==> config.mk <==
export PLATFORM = sky130hd
export DESIGN_NAME = fetch_unit
export DESIGN_NICKNAME = d
export VERILOG_FILES = /design/src/rtl/fetch_unit.sv
export SDC_FILE = /design/constraint.sdc
export NUM_CORES = 1
export LEC_CHECK = 0
export ABC_CLOCK_PERIOD_IN_PS = 4100
export BUFFER_PORTS_ARGS = -buffer_cell sky130_fd_sc_hd__buf_2
export CORE_MARGIN = 2
export CORE_UTILIZATION = 40
export CTS_BUF_LIST = sky130_fd_sc_hd__clkbuf_2 sky130_fd_sc_hd__clkbuf_4 sky130_fd_sc_hd__clkbuf_8
export DETAILED_ROUTE_END_ITERATION = 10
export GPL_TIMING_DRIVEN = 0
export PLACE_DENSITY_LB_ADDON = 0.08
export SKIP_LAST_GASP = 1
export SYNTH_ARGS = -nofsm -noshare
export SYNTH_HDL_FRONTEND = slang
export SYNTH_SLANG_ARGS = --single-unit
==> constraint.sdc <==
create_clock -name clk -period 4.1 [get_ports clk]
set_input_delay 0.205 -clock clk [delete_from_list [all_inputs] [get_ports clk]]
set_output_delay 0.205 -clock clk [all_outputs]
set_load 0.02 [all_outputs]
==> src/rtl/fetch_unit.sv <==
// ---------------------------------------------------------------------------
// fetch_unit
//   Instruction fetch stage that sits directly upstream of ctrl_unit and owns
//   the program counter. On a microcode fetch command it reads one 16-bit
//   instruction word from instruction memory over a req/ack handshake, latches
//   it into the instruction register and presents ir[15:11] as the opcode.
//   Microcode jumps reload the PC. A jump that arrives while a fetch is in
//   flight is held pending and applied when that fetch completes or aborts.
//   A fetch that waits TIMEOUT cycles without an ack is aborted, and
//   fetch_err pulses for one cycle.
//
// Ports
//   clk         in   1       clock, all state updates on posedge
//   rst         in   1       asynchronous, active-high reset
//   fetch_en    in   1       microcode: start a fetch at current PC
//   jmp_en      in   1       microcode: load PC from jmp_addr
//   jmp_addr    in   ADDR_W  jump target
//   imem_req    out  1       read request to instruction memory
//   imem_addr   out  ADDR_W  read address, stable while imem_req=1
//   imem_ack    in   1       memory: imem_rdata valid this cycle
//   imem_rdata  in   16      instruction word from memory
//   ir          out  16      instruction register
//   opcode      out  5       ir[15:11], combinational, to ctrl_unit
//   ir_valid    out  1       ir holds a completed fetch
//   busy        out  1       fetch in progress (state REQ)
//   fetch_err   out  1       one-cycle pulse on timeout abort
//   pc          out  ADDR_W  current program counter
// ---------------------------------------------------------------------------
module fetch_unit #(
  parameter int          ADDR_W   = 8,
  parameter int unsigned RESET_PC = 0,
  parameter int          TIMEOUT  = 15
) (
  input  logic              clk,
  input  logic              rst,
  input  logic              fetch_en,
  input  logic              jmp_en,
  input  logic [ADDR_W-1:0] jmp_addr,
  output logic              imem_req,
  output logic [ADDR_W-1:0] imem_addr,
  input  logic              imem_ack,
  input  logic [15:0]       imem_rdata,
  output logic [15:0]       ir,
  output logic [4:0]        opcode,
  output logic              ir_valid,
  output logic              busy,
  output logic              fetch_err,
  output logic [ADDR_W-1:0] pc
);

  // Wide enough to hold TIMEOUT-1; TIMEOUT >= 1 keeps this at least 1 bit.
  localparam int CNT_W = (TIMEOUT > 1) ? $clog2(TIMEOUT) : 1;
  localparam logic [CNT_W-1:0] CNT_LAST = CNT_W'(TIMEOUT - 1);

  typedef enum logic [0:0] {
    ST_IDLE = 1'b0,
    ST_REQ  = 1'b1
  } state_t;

  state_t            state_r;
  logic [CNT_W-1:0]  wait_cnt_r;
  logic              jmp_pend_r;
  logic [ADDR_W-1:0] jmp_target_r;

  // Sequential address after the one just fetched; wraps naturally at 2^ADDR_W.
  function automatic logic [ADDR_W-1:0] pc_inc(input logic [ADDR_W-1:0] addr);
    pc_inc = addr + ADDR_W'(1);
  endfunction

  // Opcode is a plain tap of the instruction register for ctrl_unit's decode.
  assign opcode = ir[15:11];

  // busy mirrors the REQ state, which is itself a register.
  assign busy = (state_r == ST_REQ);

  // Fetch FSM: owns pc, ir, handshake outputs, the timeout counter and the
  // pending-jump slot.
  always_ff @(posedge clk or posedge rst) begin
    if (rst) begin
      state_r      <= ST_IDLE;
      pc           <= ADDR_W'(RESET_PC);
      ir           <= 16'h0000;
      ir_valid     <= 1'b0;
      imem_req     <= 1'b0;
      imem_addr    <= {ADDR_W{1'b0}};
      fetch_err    <= 1'b0;
      wait_cnt_r   <= {CNT_W{1'b0}};
      jmp_pend_r   <= 1'b0;
      jmp_target_r <= {ADDR_W{1'b0}};
    end else begin
      // fetch_err is a single-cycle pulse unless re-raised below.
      fetch_err <= 1'b0;
      case (state_r)
        ST_IDLE: begin
          if (fetch_en) begin
            // A simultaneous jump supplies the fetch address as well as the PC.
            state_r    <= ST_REQ;
            imem_req   <= 1'b1;
            ir_valid   <= 1'b0;
            wait_cnt_r <= {CNT_W{1'b0}};
            jmp_pend_r <= 1'b0;
            if (jmp_en) begin
              pc        <= jmp_addr;
              imem_addr <= jmp_addr;
            end else begin
              imem_addr <= pc;
            end
          end else if (jmp_en) begin
            pc <= jmp_addr;
          end else begin
            pc <= pc;
          end
        end

        ST_REQ: begin
          if (imem_ack) begin
            ir         <= imem_rdata;
            ir_valid   <= 1'b1;
            state_r    <= ST_IDLE;
            imem_req   <= 1'b0;
            jmp_pend_r <= 1'b0;
            // Newest jump wins, then a pending one, else fall through.
            if (jmp_en) begin
              pc <= jmp_addr;
            end else if (jmp_pend_r) begin
              pc <= jmp_target_r;
            end else begin
              pc <= pc_inc(imem_addr);
            end
          end else if (wait_cnt_r == CNT_LAST) begin
            // Abort: ir and ir_valid untouched, PC only moves for a jump.
            fetch_err  <= 1'b1;
            state_r    <= ST_IDLE;
            imem_req   <= 1'b0;
            jmp_pend_r <= 1'b0;
            if (jmp_en) begin
              pc <= jmp_addr;
            end else if (jmp_pend_r) begin
              pc <= jmp_target_r;
            end else begin
              pc <= pc;
            end
          end else begin
            // Still waiting; a jump here does not cancel the in-flight fetch.
            wait_cnt_r <= wait_cnt_r + CNT_W'(1);
            if (jmp_en) begin
              jmp_pend_r   <= 1'b1;
              jmp_target_r <= jmp_addr;
            end else begin
              jmp_pend_r <= jmp_pend_r;
            end
          end
        end

        default: begin
          state_r  <= ST_IDLE;
          imem_req <= 1'b0;
        end
      endcase
    end
  end

endmodule

After elaboration in Yosys (flattened, before gate mapping)
Cells that the tools add are included.
{"block": "totals", "ff_bits": 49, "latch_bits": 0, "ram_bits": 0, "rom_bits": 0, "inputBits": 29, "mem_count": 0}
{"block": "op_classes", "add_sub_neg": 2, "mul": 0, "div": 0, "magnitude_cmp": 0, "n_eq_ne": 8, "shifts": 0, "muxes": 30, "n_bitwise": 3, "n_reduce_logical": 8}
{"op": "$mux W8", "n": 7}
{"op": "$pmux W8 S2", "n": 1}
{"op": "$mux W1", "n": 14}
{"op": "$mux W4", "n": 3}
{"op": "$reduce_and A2 Y1", "n": 6}
{"op": "$add A8 B1 Y8 const B", "n": 1}
{"op": "$ne A2 B2 Y1 const B", "n": 4}
{"op": "$ne A4 B3 Y1 const B", "n": 2}
{"op": "$pmux W1 S2", "n": 4}
{"op": "$pmux W4 S2", "n": 1}
{"op": "$add A4 B1 Y4 const B", "n": 1}
{"op": "$eq A4 B4 Y1 const B", "n": 1}
{"op": "$reduce_and A4 Y1", "n": 1}
{"op": "$ne A3 B2 Y1 const B", "n": 1}
{"op": "$not A1 Y1", "n": 3}
{"op": "$reduce_and A3 Y1", "n": 1}

Depth between registers and ports, before layout
{"block": "logic_depth", "ltp_word": 5, "ltp_mapped": 6}

Worst setup path before layout
OpenSTA, ideal clock, no wires.
{"block": "synth_timing", "path_type": "register -> register", "from": "register wait_cnt_r[0]", "to": "register jmp_target_r[0]", "setup_time_ps": 125, "arrival_ps": 1436, "t_required_ps": 3975, "setup_slack_ps": 2539, "path_stages_with_launch": 7, "n_path_buf": 0, "path_cell_list": "dfrtp_1 > inv_1 > ha_1 > and3_1 > nor2_1 > nand2_2 > mux2_2"}
{"block": "synth_via", "elab_chain_cells": 3}
{"item": "from (decl)", "line_no": "61", "rtl": "logic [CNT_W-1:0] wait_cnt_r;"}
{"item": "from (signal assigned)", "line_no": "87", "rtl": "wait_cnt_r <= {CNT_W{1'b0}};"}
{"item": "from (signal assigned)", "line_no": "100", "rtl": "wait_cnt_r <= {CNT_W{1'b0}};"}
{"item": "from (signal assigned)", "line_no": "145", "rtl": "wait_cnt_r <= wait_cnt_r + CNT_W'(1);"}
{"item": "$eq A4 B4 Y1", "line_no": "130", "rtl": "end else if (wait_cnt_r == CNT_LAST) begin"}
{"item": "$not A1 Y1 (no source line)"}
{"item": "$reduce_and A4 Y1 (no source line)"}
{"item": "to (signal assigned)", "line_no": "89", "rtl": "jmp_target_r <= {ADDR_W{1'b0}};"}
{"item": "to (signal assigned)", "line_no": "148", "rtl": "jmp_target_r <= jmp_addr;"}
{"item": "to (decl)", "line_no": "63", "rtl": "logic [ADDR_W-1:0] jmp_target_r;"}
Every way passes these cells.
A chain may end at the register's enable or synchronous reset.

Worst setup path in the final report
{"block": "layout_timing", "from": "register wait_cnt_r[0]", "to": "register pc[6]"}
{"block": "layout_via", "elab_chain_cells": 3}
{"item": "$eq A4 B4 Y1", "line_no": "130"}
{"item": "$ne A3 B2 Y1 (no source line)"}
{"item": "$reduce_and A2 Y1 (no source line)"}
{"item": "to (signal assigned)", "line_no": "128", "rtl": "pc <= pc_inc(imem_addr);"}
{"item": "to (signal assigned)", "line_no": "137", "rtl": "pc <= jmp_addr;"}
{"item": "to (signal assigned)", "line_no": "139", "rtl": "pc <= jmp_target_r;"}
{"item": "to (decl)", "line_no": "48", "rtl": "output logic [ADDR_W-1:0] pc"}
Every way passes these cells.

==> results.md <==
- Initial DRC count: 66
- Synth cell count leaders: 49 x dfrtp_1, 25 x mux2_2, 17 x nand2_1, 17 x o21ai_0, 14 x nor2_1
- MaxCap Viol Count: 0
- Chip Height: 81.8 µm
- Final WL: 5.71 mm
- Worst min path class: in -> reg
- IO Pins: 70
- Post-layout minimum cycle time: 1880 ps
- EDFF count, synth: 0
- H-tree Lvls: 2
- PnR worst setup slack: 2220 ps
- Largest stage delay on the critical path: 680 ps
- Endpoints failing hold: 0
- Worst Skew: 7.17 ps
- # rows: 28
- CTS sink cnt: 49
- Grt met3 use: 4.95%
- Setup violators final: 0
- Slew headroom: 46.2%
- CTS tree: done
- Antenna Cells: 0
- Worst slew pin tran: 799 ps
- R2R setup slack: 2220 ps
- First-pass GRT wire length: 9.08 mm
- Switching portion of total power: 36.2%
- Crit path top cell by count: o21ai_0
- Slew Viols, Final: 0
- First-pass DRT Iterations: 4
- Net switching power: 572 µW
- Reg2reg start: wait_cnt_r[0]
- Biggest area consumer among synthesized cells: dfrtp_1
- Worst VDD drop: 0.213 mV
- Arrival time at the worst endpoint: 2100 ps
- Reg power frac: 44.6%
- Total Neg Setup Slack: 0 ps
- Int Power: 1.01 mW
- Largest net degree at the start of global routing: 32
- Status: finished clean
- Post-Synth Adder-Cell Area: 1.55%
- Post-synth ARST share: 100%
- Post-Synth Simple-Gate Area: 14.1%
- Count leader, synth: dfrtp_1
- Cell variety after synth: 41
- Met1 Use GR: 25.4%
- Worst path cell trace: inv_1 -> ha_1 -> nand3_1 -> o21ai_0 -> o21ai_0 -> a21oi_1
- Vias after detailed routing: 1909
- Clock transition at path regs: 90 ps
- Gpl congestion: 0.796
- RR Endpoint: pc[6]
- Synth Net Count: 249
- Initial Util: 41.2%
- Dpl hpwl: 4.05 mm
- Critical path startpoint category: flip-flop
- Post-synthesis compound-gate area fraction: 11.7%
- Syn_area_per_cell: 11.2 µm²
- Total leakage power: 1.44 nW
- Initial antenna violation count: 0
- Final Cell Area: 3000 µm²
- Area grow syn2layout: 23.6%
- Synth top area share: 50.6%
- Unrepaired setup endpoints after global routing: no
- TritonCTS buffer count: 5
- Buffers on Ports: 69
- Gr ovfl total: 0
- DRC: 0
- Synth warn: 0
- Largest family of logic cells by synthesized area: multiplexers
- Wire per inst: 15.4 µm
- Fmax: 532 MHz
- Pwr Total: 1.58 mW
- Post-DP Area: 2880 µm²
- Multiplexer share of the synthesized area: 15.3%
- Die area: 6700 µm²
- Number of synthesized register bits: 49
- Die Wd: 81.8 µm
- Critical path startpoint: wait_cnt_r[0]
- FF-to-FF path depth: 6
- CTS Buffer Depth: 2
- Crit share post-route: 45.9%
- Leading post-synthesis cells by cell area: dfrtp_1 51%, mux2_2 12%, mux2i_1 3.7%
- Cell at the slowest stage of the critical path: o21ai_0
- Setup crit end: pc[6]
- Classification of the worst setup path: reg -> reg
- Clock power frac: 21.4%
- Core Region: 5890 µm²
- Register area share after synthesis: 50.6%
- Combinational group share of total power: 34.1%
- Worst-skew pair later-pin latency: 300 ps
- WP data required: 4320 ps
- Vias/cell: 5.16
- Power density cells: 528 nW/µm²
- Post-route ant nets: 0
- Number of global-route vias before repair: 1820
- Layout cells sized above 1: 42.4%
- All-Layer GR Usage: 18.2%
- Post_cts resized: 0
- GR peak layer: met2
- Crit. End Element: flip-flop
- Utilization after layout: 50.9%
- Critical path peak fanout: 5
- Post-CTS Setup Bufs: 0
- Synth Flop Type: dfrtp_1
- Mapped Area: 2420 µm²
- Post-Syn Instances: 217
- Met2 usage: 26.3%
- Nets@finish: 327
- Dpl ws: 2240 ps
- Root buffer cell: clkbuf_8
- Post-Synth XOR/XNOR Area: 1.81%
[cells by family after synthesis]
family                     after synthesis
adders and majority gates                3
AOI/OAI and AO/OA                       42
and+or+nand+nor                         64
muxes                                   34
xor gates and xnor gates                 5
DFF                                     49
buffers and inverters                   20
[sequential cells by signal (all words and copies together), names as in the netlist, 4 cells and up]
name,flops
imem_addr,8
wait_cnt_r,4
jmp_target_r,8
pc,8
ir,16
[worst max-delay path: cells and delay by family (launching register included)]
kind | cells | cell delay, ps
AO/OA/AOI/OAI | 3 | 1010
adder cells (fa/ha/maj) | 1 | 150
buffers and inverters | 1 | 70
flip-flops | 1 | 430
AND/OR/NAND/NOR | 1 | 140
[layer usage]
metal	routed length, µm	share of wire [%]
met1	2750	48
met2	2520	44
met3	373	6.5
met4	63	1.1
met5	0	0
[power by group through the flow]
stage               Sequential (mW)  Combinational, mW  Clock (mW)
detailed placement            0.714              0.541           0
finish                        0.705              0.539       0.338
global placement              0.711              0.535           0
CTS                           0.705              0.544       0.354
floorplan                     0.806              0.256           0
global route                  0.724              0.591       0.373
[cell type report]
type,count,area (µm²)
buffer,15,101
clock buffer,5,68.8
clock inverter,2,35.0
fill,560,2890
inverter,5,18.8
multi-input combinational,148,1080
sequential,49,1230
tap,75,93.8
timing repair buffer,71,375
[placed cells by master (no fill, tap or decap), types with 3 or more instances in the layout]
master and instances:
inv_1 4, nand2b_1 5, nor3_1 3, xor2_1 3, a221oi_1 3, buf_2 74
nand3_1 9, nor3b_1 3, a21oi_1 5, dfrtp_1 49, mux2_2 25, a211o_1 3
nor2_1 14, buf_4 6, ha_1 3, o31ai_1 3, mux2i_1 9, o21ai_0 17
nand2_1 17, clkbuf_8 5
[metrics by stage]
step                std cells  hold WS (ps)
CTS                       370           115
global route              370           115
finish                    370           127
global placement          361           436
detailed placement        362           232
floorplan                 217           351
[worst min path at each step]
stage	from	to	slack, ps	depth (start not counted)
finish	imem_rdata[1]	ir[1]	130	2
global route	imem_rdata[8]	ir[8]	110	2
CTS	imem_rdata[7]	ir[7]	110	2
detailed placement	rst	ir[14]	230	2
global placement	imem_rdata[1]	ir[1]	440	2
floorplan	jmp_addr[3]	pc[3]	350	2
[repair_timing]
item | 4_1_cts | 5_1_grt
setup endpoints to repair | 0 | 0
hold buffers | 1 | 0
endpoints found under the hold margin | 18 | 0
(Power assumes the default switching activity.)
